--- src/rtl/rv32i_load_unit.sv ---
// Registered load unit: region decode, one-hot word request with wait states, LB/LH/LW/LBU/LHU
// extraction. Optional feature macro MISALIGN_SPLIT_EN splits word-crossing loads in two accesses.
module rv32i_load_unit #(
    parameter logic [31:0] R0_BASE = 32'h0000_0000,
    parameter int unsigned R0_AW   = 15,
    parameter logic [31:0] R1_BASE = 32'h0000_8000,
    parameter int unsigned R1_AW   = 14,
    parameter logic [31:0] R2_BASE = 32'h0000_C000,
    parameter int unsigned R2_AW   = 13,
    parameter logic [7:0]  TIMEOUT = 8'd255
) (
    input  logic        clk_i,
    input  logic        rst_i,
    input  logic        ld_valid_i,
    output logic        ld_ready_o,
    input  logic [31:0] ld_addr_i,
    input  logic [2:0]  ld_funct3_i,
    output logic        rsp_valid_o,
    output logic [31:0] rsp_data_o,
    output logic        rsp_err_o,
    output logic [2:0]  mem_req_o,
    output logic [31:0] mem_addr_o,
    input  logic [2:0]  mem_ack_i,
    input  logic [31:0] mem_rdata0_i,
    input  logic [31:0] mem_rdata1_i,
    input  logic [31:0] mem_rdata2_i
);

    typedef enum logic [1:0] {StIdle, StReq, StReq2, StResp} state_e;

    function automatic logic region_hit(input logic [31:0] a, input logic [31:0] base,
                                        input int unsigned aw);
        return (a >> aw) == (base >> aw);
    endfunction

    // lo is the word at A, hi the word at A+4; the pair is shifted down to the addressed byte.
    function automatic logic [31:0] extend(input logic [2:0] f3, input logic [1:0] off,
                                           input logic [31:0] lo, input logic [31:0] hi);
        logic [63:0] dw;
        dw = {hi, lo} >> {off, 3'b000};
        case (f3)
            3'b000:  return {{24{dw[7]}}, dw[7:0]};
            3'b001:  return {{16{dw[15]}}, dw[15:0]};
            3'b010:  return dw[31:0];
            3'b100:  return {24'h0, dw[7:0]};
            3'b101:  return {16'h0, dw[15:0]};
            default: return 32'h0;
        endcase
    endfunction

    state_e      state_q;
    logic        ld_ready_q, rsp_valid_q, rsp_err_q;
    logic [31:0] rsp_data_q, mem_addr_q;
    logic [2:0]  mem_req_q, f3_q;
    logic [1:0]  off_q;
    logic [7:0]  cnt_q;

    logic [31:0] word_addr, rdata_sel;
    logic [2:0]  hit, sel;
    logic        f3_ok, acc_err, ack_hit;
`ifdef MISALIGN_SPLIT_EN
    logic [2:0]  hit_next;
    logic        cross, cross_q;
    logic [31:0] word0_q;
`endif

    assign word_addr = {ld_addr_i[31:2], 2'b00};
    assign ack_hit   = |(mem_ack_i & mem_req_q);

    always_comb begin
        hit = {region_hit(ld_addr_i, R2_BASE, R2_AW), region_hit(ld_addr_i, R1_BASE, R1_AW),
               region_hit(ld_addr_i, R0_BASE, R0_AW)};
        sel = 3'b000;
        if (hit[0])      sel = 3'b001;
        else if (hit[1]) sel = 3'b010;
        else if (hit[2]) sel = 3'b100;
        f3_ok   = ld_funct3_i inside {3'b000, 3'b001, 3'b010, 3'b100, 3'b101};
        acc_err = (sel == 3'b000) || !f3_ok;
`ifdef MISALIGN_SPLIT_EN
        cross = (ld_funct3_i[1:0] == 2'b01 && ld_addr_i[1:0] == 2'b11) ||
                (ld_funct3_i[1:0] == 2'b10 && ld_addr_i[1:0] != 2'b00);
        hit_next = {region_hit(word_addr + 32'd4, R2_BASE, R2_AW),
                    region_hit(word_addr + 32'd4, R1_BASE, R1_AW),
                    region_hit(word_addr + 32'd4, R0_BASE, R0_AW)};
        if (cross && ((hit_next & sel) == 3'b000)) acc_err = 1'b1;
`else
        if ((ld_funct3_i[1:0] == 2'b01 && ld_addr_i[0]) ||
            (ld_funct3_i[1:0] == 2'b10 && ld_addr_i[1:0] != 2'b00)) acc_err = 1'b1;
`endif
    end

    always_comb begin
        rdata_sel = mem_rdata2_i;
        if (mem_req_q[0])      rdata_sel = mem_rdata0_i;
        else if (mem_req_q[1]) rdata_sel = mem_rdata1_i;
    end

    always_ff @(posedge clk_i) begin
        if (rst_i) begin
            state_q     <= StIdle;
            ld_ready_q  <= 1'b1;
            rsp_valid_q <= 1'b0;
            rsp_err_q   <= 1'b0;
            rsp_data_q  <= 32'h0;
            mem_req_q   <= 3'b000;
            mem_addr_q  <= 32'h0;
            cnt_q       <= 8'h0;
            f3_q        <= 3'b000;
            off_q       <= 2'b00;
`ifdef MISALIGN_SPLIT_EN
            cross_q     <= 1'b0;
            word0_q     <= 32'h0;
`endif
        end else begin
            rsp_valid_q <= 1'b0;
            case (state_q)
                StIdle: begin
                    if (ld_valid_i) begin
                        ld_ready_q <= 1'b0;
                        f3_q       <= ld_funct3_i;
                        off_q      <= ld_addr_i[1:0];
                        cnt_q      <= 8'h0;
`ifdef MISALIGN_SPLIT_EN
                        cross_q    <= cross;
`endif
                        if (acc_err) begin
                            state_q     <= StResp;
                            rsp_valid_q <= 1'b1;
                            rsp_err_q   <= 1'b1;
                            rsp_data_q  <= 32'h0;
                        end else begin
                            state_q    <= StReq;
                            mem_req_q  <= sel;
                            mem_addr_q <= word_addr;
                        end
                    end
                end
                StReq: begin
                    if (ack_hit) begin
`ifdef MISALIGN_SPLIT_EN
                        if (cross_q) begin
                            word0_q    <= rdata_sel;
                            mem_addr_q <= mem_addr_q + 32'd4;
                            cnt_q      <= 8'h0;
                            state_q    <= StReq2;
                        end else begin
                            mem_req_q   <= 3'b000;
                            state_q     <= StResp;
                            rsp_valid_q <= 1'b1;
                            rsp_err_q   <= 1'b0;
                            rsp_data_q  <= extend(f3_q, off_q, rdata_sel, 32'h0);
                        end
`else
                        mem_req_q   <= 3'b000;
                        state_q     <= StResp;
                        rsp_valid_q <= 1'b1;
                        rsp_err_q   <= 1'b0;
                        rsp_data_q  <= extend(f3_q, off_q, rdata_sel, 32'h0);
`endif
                    end else if (cnt_q == TIMEOUT - 8'd1) begin
                        mem_req_q   <= 3'b000;
                        state_q     <= StResp;
                        rsp_valid_q <= 1'b1;
                        rsp_err_q   <= 1'b1;
                        rsp_data_q  <= 32'h0;
                    end else begin
                        cnt_q <= cnt_q + 8'd1;
                    end
                end
`ifdef MISALIGN_SPLIT_EN
                StReq2: begin
                    if (ack_hit) begin
                        mem_req_q   <= 3'b000;
                        state_q     <= StResp;
                        rsp_valid_q <= 1'b1;
                        rsp_err_q   <= 1'b0;
                        rsp_data_q  <= extend(f3_q, off_q, word0_q, rdata_sel);
                    end else if (cnt_q == TIMEOUT - 8'd1) begin
                        mem_req_q   <= 3'b000;
                        state_q     <= StResp;
                        rsp_valid_q <= 1'b1;
                        rsp_err_q   <= 1'b1;
                        rsp_data_q  <= 32'h0;
                    end else begin
                        cnt_q <= cnt_q + 8'd1;
                    end
                end
`endif
                StResp: begin
                    state_q    <= StIdle;
                    ld_ready_q <= 1'b1;
                end
                default: state_q <= StIdle;
            endcase
        end
    end

    assign ld_ready_o  = ld_ready_q;
    assign rsp_valid_o = rsp_valid_q;
    assign rsp_err_o   = rsp_err_q;
    assign rsp_data_o  = rsp_data_q;
    assign mem_req_o   = mem_req_q;
    assign mem_addr_o  = mem_addr_q;

endmodule

--- config.mk ---
export PLATFORM = sky130hd
export DESIGN_NAME = rv32i_load_unit
export DESIGN_NICKNAME = d
export VERILOG_FILES = /design/src/rtl/rv32i_load_unit.sv
export SDC_FILE = /design/constraint.sdc
export NUM_CORES = 1
export LEC_CHECK = 0
export ABC_AREA = 0
export ABC_CLOCK_PERIOD_IN_PS = 2000
export CORE_MARGIN = 5
export CORE_UTILIZATION = 37
export CTS_CLUSTER_SIZE = 12
export DETAILED_ROUTE_END_ITERATION = 8
export PLACE_DENSITY = 0.77
export SLEW_MARGIN = 5
export SYNTH_ARGS = -nofsm -noshare
export SYNTH_HDL_FRONTEND = slang
export SYNTH_SLANG_ARGS = --single-unit
--- constraint.sdc ---
create_clock -name clk_i -period 2 [get_ports clk_i]
set_input_delay 0.3 -clock clk_i [delete_from_list [all_inputs] [get_ports clk_i]]
set_output_delay 0.3 -clock clk_i [all_outputs]
set_load 0.01 [all_outputs]
# Word-level counts from Yosys, hierarchy flattened

Cells that the tools add are included.

$add $sub $neg: 1
Equal/unequal tests: 21
Shift operators: 1
Muxes and demuxes: 38
Bitwise operators: 2
Reductions and logical operators: 22

Operators by type and width:

| operator              | count |
|---|---|
| $mux W32              | 6 |
| $pmux W32 S5          | 1 |
| $pmux W32 S2          | 1 |
| $logic_not A32 Y1     | 1 |
| $shr A32 B5 Y32       | 1 |
| $mux W8               | 3 |
| $mux W3               | 7 |
| $eq A19 B3 Y1 const B | 1 |
| $eq A18 B2 Y1 const B | 1 |
| $pmux W8 S2           | 1 |
| $eq A3 B3 Y1 const B  | 4 |
| $reduce_and A4 Y1     | 3 |
| $mux W1               | 10 |
| $ne A2 B2 Y1 const B  | 5 |
| $logic_not A3 Y1      | 3 |
| $add A8 B1 Y8 const B | 1 |
| $eq A8 B8 Y1 const B  | 1 |
| $mux W2               | 4 |
| $eq A3 B1 Y1 const B  | 2 |
| $eq A3 B2 Y1 const B  | 2 |
| $pmux W1 S2           | 3 |
| $pmux W3 S2           | 1 |
| $reduce_and A2 Y1     | 3 |
| $reduce_bool A2 Y1    | 3 |
| other kinds (13)      | 17 |

Register bits after elaboration: 83
Input port bits: 137
Output and inout bits: 70
Word-level logic and storage cells: 95

# Depth between registers and ports, before layout

Word-level depth: 10
Mapped depth: 8
Depth with buffers taken out: 7

# Least setup slack after synthesis

No wires, ideal clock.

Path kind: reg2reg
From: register mem_req_q[1], in the netlist mem_req_o[1]
To: register rsp_data_q[16], in the netlist rsp_data_o[16]
Library setup time: 122 ps
Data arrival time: 1988 ps
Required time: 1878 ps
Slack: -110 ps
Cell stages (with the launch flop): 8
Buffers on the path: 2
Clock period less this slack: 2110 ps
Cell sequence: dfxtp_1 -> buf_6 -> mux2_1 -> mux4_2 -> a2bb2oi_2 -> a21oi_2 -> buf_6 -> a221o_1

Longest elaborated chain between the ends: 6

RTL lines:

| what                     | RTL line | RTL |
|---|---|---|
| start: declaration       | 54       | `logic [2:0] mem_req_q, f3_q;` |
| start signal: assignment | 133      | `mem_req_q <= sel;` |
| $mux W32                 | 95       | `else if (mem_req_q[1]) rdata_sel = mem_rdata1_i;` |
| $mux W32                 | 94       | `if (mem_req_q[0]) rdata_sel = mem_rdata0_i;` |
| $shr A32 B5 Y32          | 40       | `dw = {hi, lo} >> {off, 3'b000};` |
| $pmux W32 S5             | 41       | `case (f3)` |
| $mux W32                 | 139      | `if (ack_hit) begin` |
| $pmux W32 S2             | 116      | `case (state_q)` |
| end signal: assignment   | 158      | `rsp_data_q <= extend(f3_q, off_q, rdata_sel, 32'h0);` |
| end: declaration         | 53       | `logic [31:0] rsp_data_q, mem_addr_q;` |

Parallel ways exist; a longest one is shown, timed or not.
A chain may end at the register's enable or synchronous reset.

# Worst setup path in the final report

Same ends and word-level chain as after synthesis.

==> results.yml <==
cts:
  numCtsBuffers: 9
  cts_tree: "built"
  clk_pin_slew_ns: 0.06
  htree_levels: 3
  clock_sinks: 83
  clk_path_buf_depth: 2
  root_buffer: "clkbuf_16"
  clk_latency_ns: 0.33
  cts_hold_buf: 0
floorplan:
  initial_core_util_pct: 37.8
  die_w_um: 118
  dieArea_um2: 14000
  num_io_pins: 207
  rows: 39
  core_um2: 11500
  die_h_um: 118
min_path:
  hold_class: "reg2reg"
  min_to: "mem_addr_o[30]$_SDFFE_PP0P_"
  min_path_cells: 1
  holdCritStartpoint: "mem_addr_o[30]$_SDFFE_PP0P_"
finish:
  fin_util_pct: 64.0
  syn2layout_area_growth_pct: 69.4
  drive_above_1_share_pct: 18.0
  nets: 830
  diodes: 0
  fill_cells: 920
global_routing:
  grt_first_pass_wirelength_um: 23400
  grt.met3_usage_pct: 7.93
  grtUsageMet1_pct: 25.3
  grt_pass1_vias: 4519
  grt_max_degree: 33
  busiest_layer: "met2"
  grt.total_usage_pct: 20.4
  antenna_found_initial: 0
  gr-total-overflow: 0
  met2_usage_pct: 33.8
routing:
  ant_nets: 0
  avgViaCountPerCell: 5.35
  routed_wl_um: 15600
  route.detailed.drc: 0
  drt_iter0_markers: 201
  wire_per_inst_um: 18.6
  dr.pass1.iters: 7
  vias: 4486
placed_design:
  numPortBuffers: 204
  dp_hpwl_um: 12000
  gp_congestion: 0.854
worst_setup_path:
  crit_fanout: 15
  ff2ff_path_depth: 6
  cp-end-kind: "flop"
  cp_data_arrival_time_ns: 2.26
  worstSetupPathType: "reg2reg"
  worstSetupStartpointType: "flop"
  r2r-end: "rsp_data_o[16]$_SDFFE_PP0P_"
  rr_startpoint: "mem_req_o[1]$_SDFFE_PP0P_"
  critPathRequiredTime_ns: 2.22
  cp-startpoint: "mem_req_o[1]$_SDFFE_PP0P_"
  r2r_slack_ns: -0.05
synth:
  postSynthCellCount: 453
  avgSynthCellArea_um2: 9.56
  ys_seq_area_share_pct: 38.4
  syn_area_um2: 4330
  ys_seq_elements: 83
  ys_warn_count: 0
  netlist-cell-type-count: 61
  synth-edff-count: 0
  synth_flop_cell: "dfxtp_1"
  synth-async-reset-ratio_pct: 0
flow_run:
  drv_cap: 0
outcome:
  outcome: "finished with violations"
  violations: "setup timing"
sta:
  worst_slack_ns: -0.0467
  slew_headroom_pct: 65.1
  period_needed_ns: 2.05
  fin_hold_ws_ns: 0.457
  hold_viol: 0
  setup_viol: 22
  rsz0062_at_grt: "true"
  worst_slew_pin_slew_ns: 0.518
  slew_viol_final: 0
  fin_worst_skew_ns: 0.00695
  min_period_over_period_pct: 102
  timing.fmax_mhz: 489
power:
  cellLeakagePower_uw: 0.00273
  vdd_drop_max_mv: 0.513
  power_density_nw_per_um2: 572
cell families (layout without fill, tap and decap cells):
kind of cell | count (synthesis) | after routing | synth area share (%)
compound gates | 111 | 111 | 19.3
buf+inv | 38 | 279 | 4.68
other cells | 1 | 2 | 0.0866
mux | 72 | 72 | 19.9
xor+xnor | 5 | 5 | 1.01
fa+ha+maj | 2 | 2 | 0.578
flops | 83 | 83 | 38.4
simple gates | 141 | 141 | 16.1
stage by stage:
step	power [uW]	TNS (ns)	worst slack [ns]	instances	instance area [um^2]
floorplan	1980	-0.713	-0.0714	454	4340
detailed placement	2380	-20.25	-0.443	813	6760
global route	4350	-3.72	-0.201	838	7340
finish	4200	-0.724	-0.0467	838	7340
CTS	4170	-0.634	-0.0441	829	7110
global placement	2370	-17.75	-0.373	813	6760
where the power goes:
part,internal (uW),switching [uW]
clock,1120,653
combinational,441,292
sequential,1670,20.5
total,3230,966
Yosys cell counts (2+ instances only):
cell,instances,area [um^2]
inv_1,4,15.0
ha_1,2,25.0
dfxtp_1,83,1660
xnor2_1,3,26.3
nor4b_1,2,17.5
a21oi_1,24,120
a2111oi_0,2,17.5
nor2_1,51,191
o21a_1,7,52.6
mux2i_1,43,430
o21ai_0,17,85.1
mux2_2,18,203
o211ai_1,2,15.0
buf_6,5,56.3
buf_4,4,30.0
nand3_1,3,15.0
clkbuf_1,10,37.5
buf_1,7,26.3
nand2b_1,9,56.3
nand2_1,32,120
mux4_2,9,203
a221o_1,22,220
o22ai_1,7,43.8
nor3_1,7,35.0
a211oi_1,3,22.5
nand4_1,2,12.5
nor4_1,6,37.5
nor2b_1,6,37.5
and2_1,17,106
xor2_1,2,17.5
a21o_1,2,15.0
o2bb2ai_1,8,70.1
buf_2,6,30.0
worst max path at each step:
stage / to / slack, ns
detailed placement: rsp_data_o[16]$_SDFFE_PP0P_ / -0.44
finish: rsp_data_o[16]$_SDFFE_PP0P_ / -0.05
floorplan: rsp_data_o[16]$_SDFFE_PP0P_ / -0.07
CTS: rsp_data_o[16]$_SDFFE_PP0P_ / -0.04
global route: rsp_data_o[16]$_SDFFE_PP0P_ / -0.20
global placement: rsp_data_o[17]$_SDFFE_PP0P_ / -0.37
state kept, by name, indices dropped and copies added, names as in the netlist:
signal,cells
rsp_data_o,32
mem_addr_o,30
cnt_q,8
f3_q,3
mem_req_o,3
off_q,2
state_q,2
ld_ready_o,1
rsp_err_o,1
rsp_valid_o,1
layer usage:
metal,part of all wire [%],vias up
met4,1.9,0
met1,41,2107
li1,-,2145
met2,47,212
met5,0,-
met3,9.7,22
critical path, stage by stage (launching register included):
cell,delay (ns)
dfxtp_4,0.41
mux2_4,0.32
mux4_2,0.51
a2bb2oi_4,0.19
a21oi_4,0.08
buf_12,0.15
a221o_1,0.26
timing repair:
item                                   CTS  global route
endpoints found under the hold margin    0             0
setup endpoints to repair               29            54
pin swaps                                1            11
gates cloned                             0             3
gates resized for setup                  6            24
buffers inserted                         1             6
cell type report:
type	instances	area, um^2	share of cell area, %
timing repair buffer	258	2540	34.7
inverter	6	23.8	0.324
sequential	83	1670	22.7
multi-input combinational	333	2610	35.5
clock inverter	4	73.8	1.01
tap	143	179	2.44
clock buffer	11	243	3.31
placed cells by master (no fill, tap or decap), types with 3 or more instances in the layout:
cell,Yosys,layout
a211oi_1,3,3
a21oi_1,24,22
a221o_1,22,22
and2_1,17,17
buf_12,0,4
buf_4,4,45
buf_6,5,3
clkbuf_16,0,11
clkdlybuf4s50_1,0,204
dfxtp_1,83,81
inv_1,4,4
mux2_2,18,18
mux2i_1,43,41
mux4_2,9,9
nand2_1,32,31
nand2b_1,9,9
nand3_1,3,3
nor2_1,51,46
nor2_4,0,3
nor2b_1,6,6
nor3_1,7,6
nor4_1,6,3
o21a_1,7,6
o21ai_0,17,17
o22ai_1,7,7
o2bb2ai_1,8,7
xnor2_1,3,3
(Power assumes the default switching activity.)
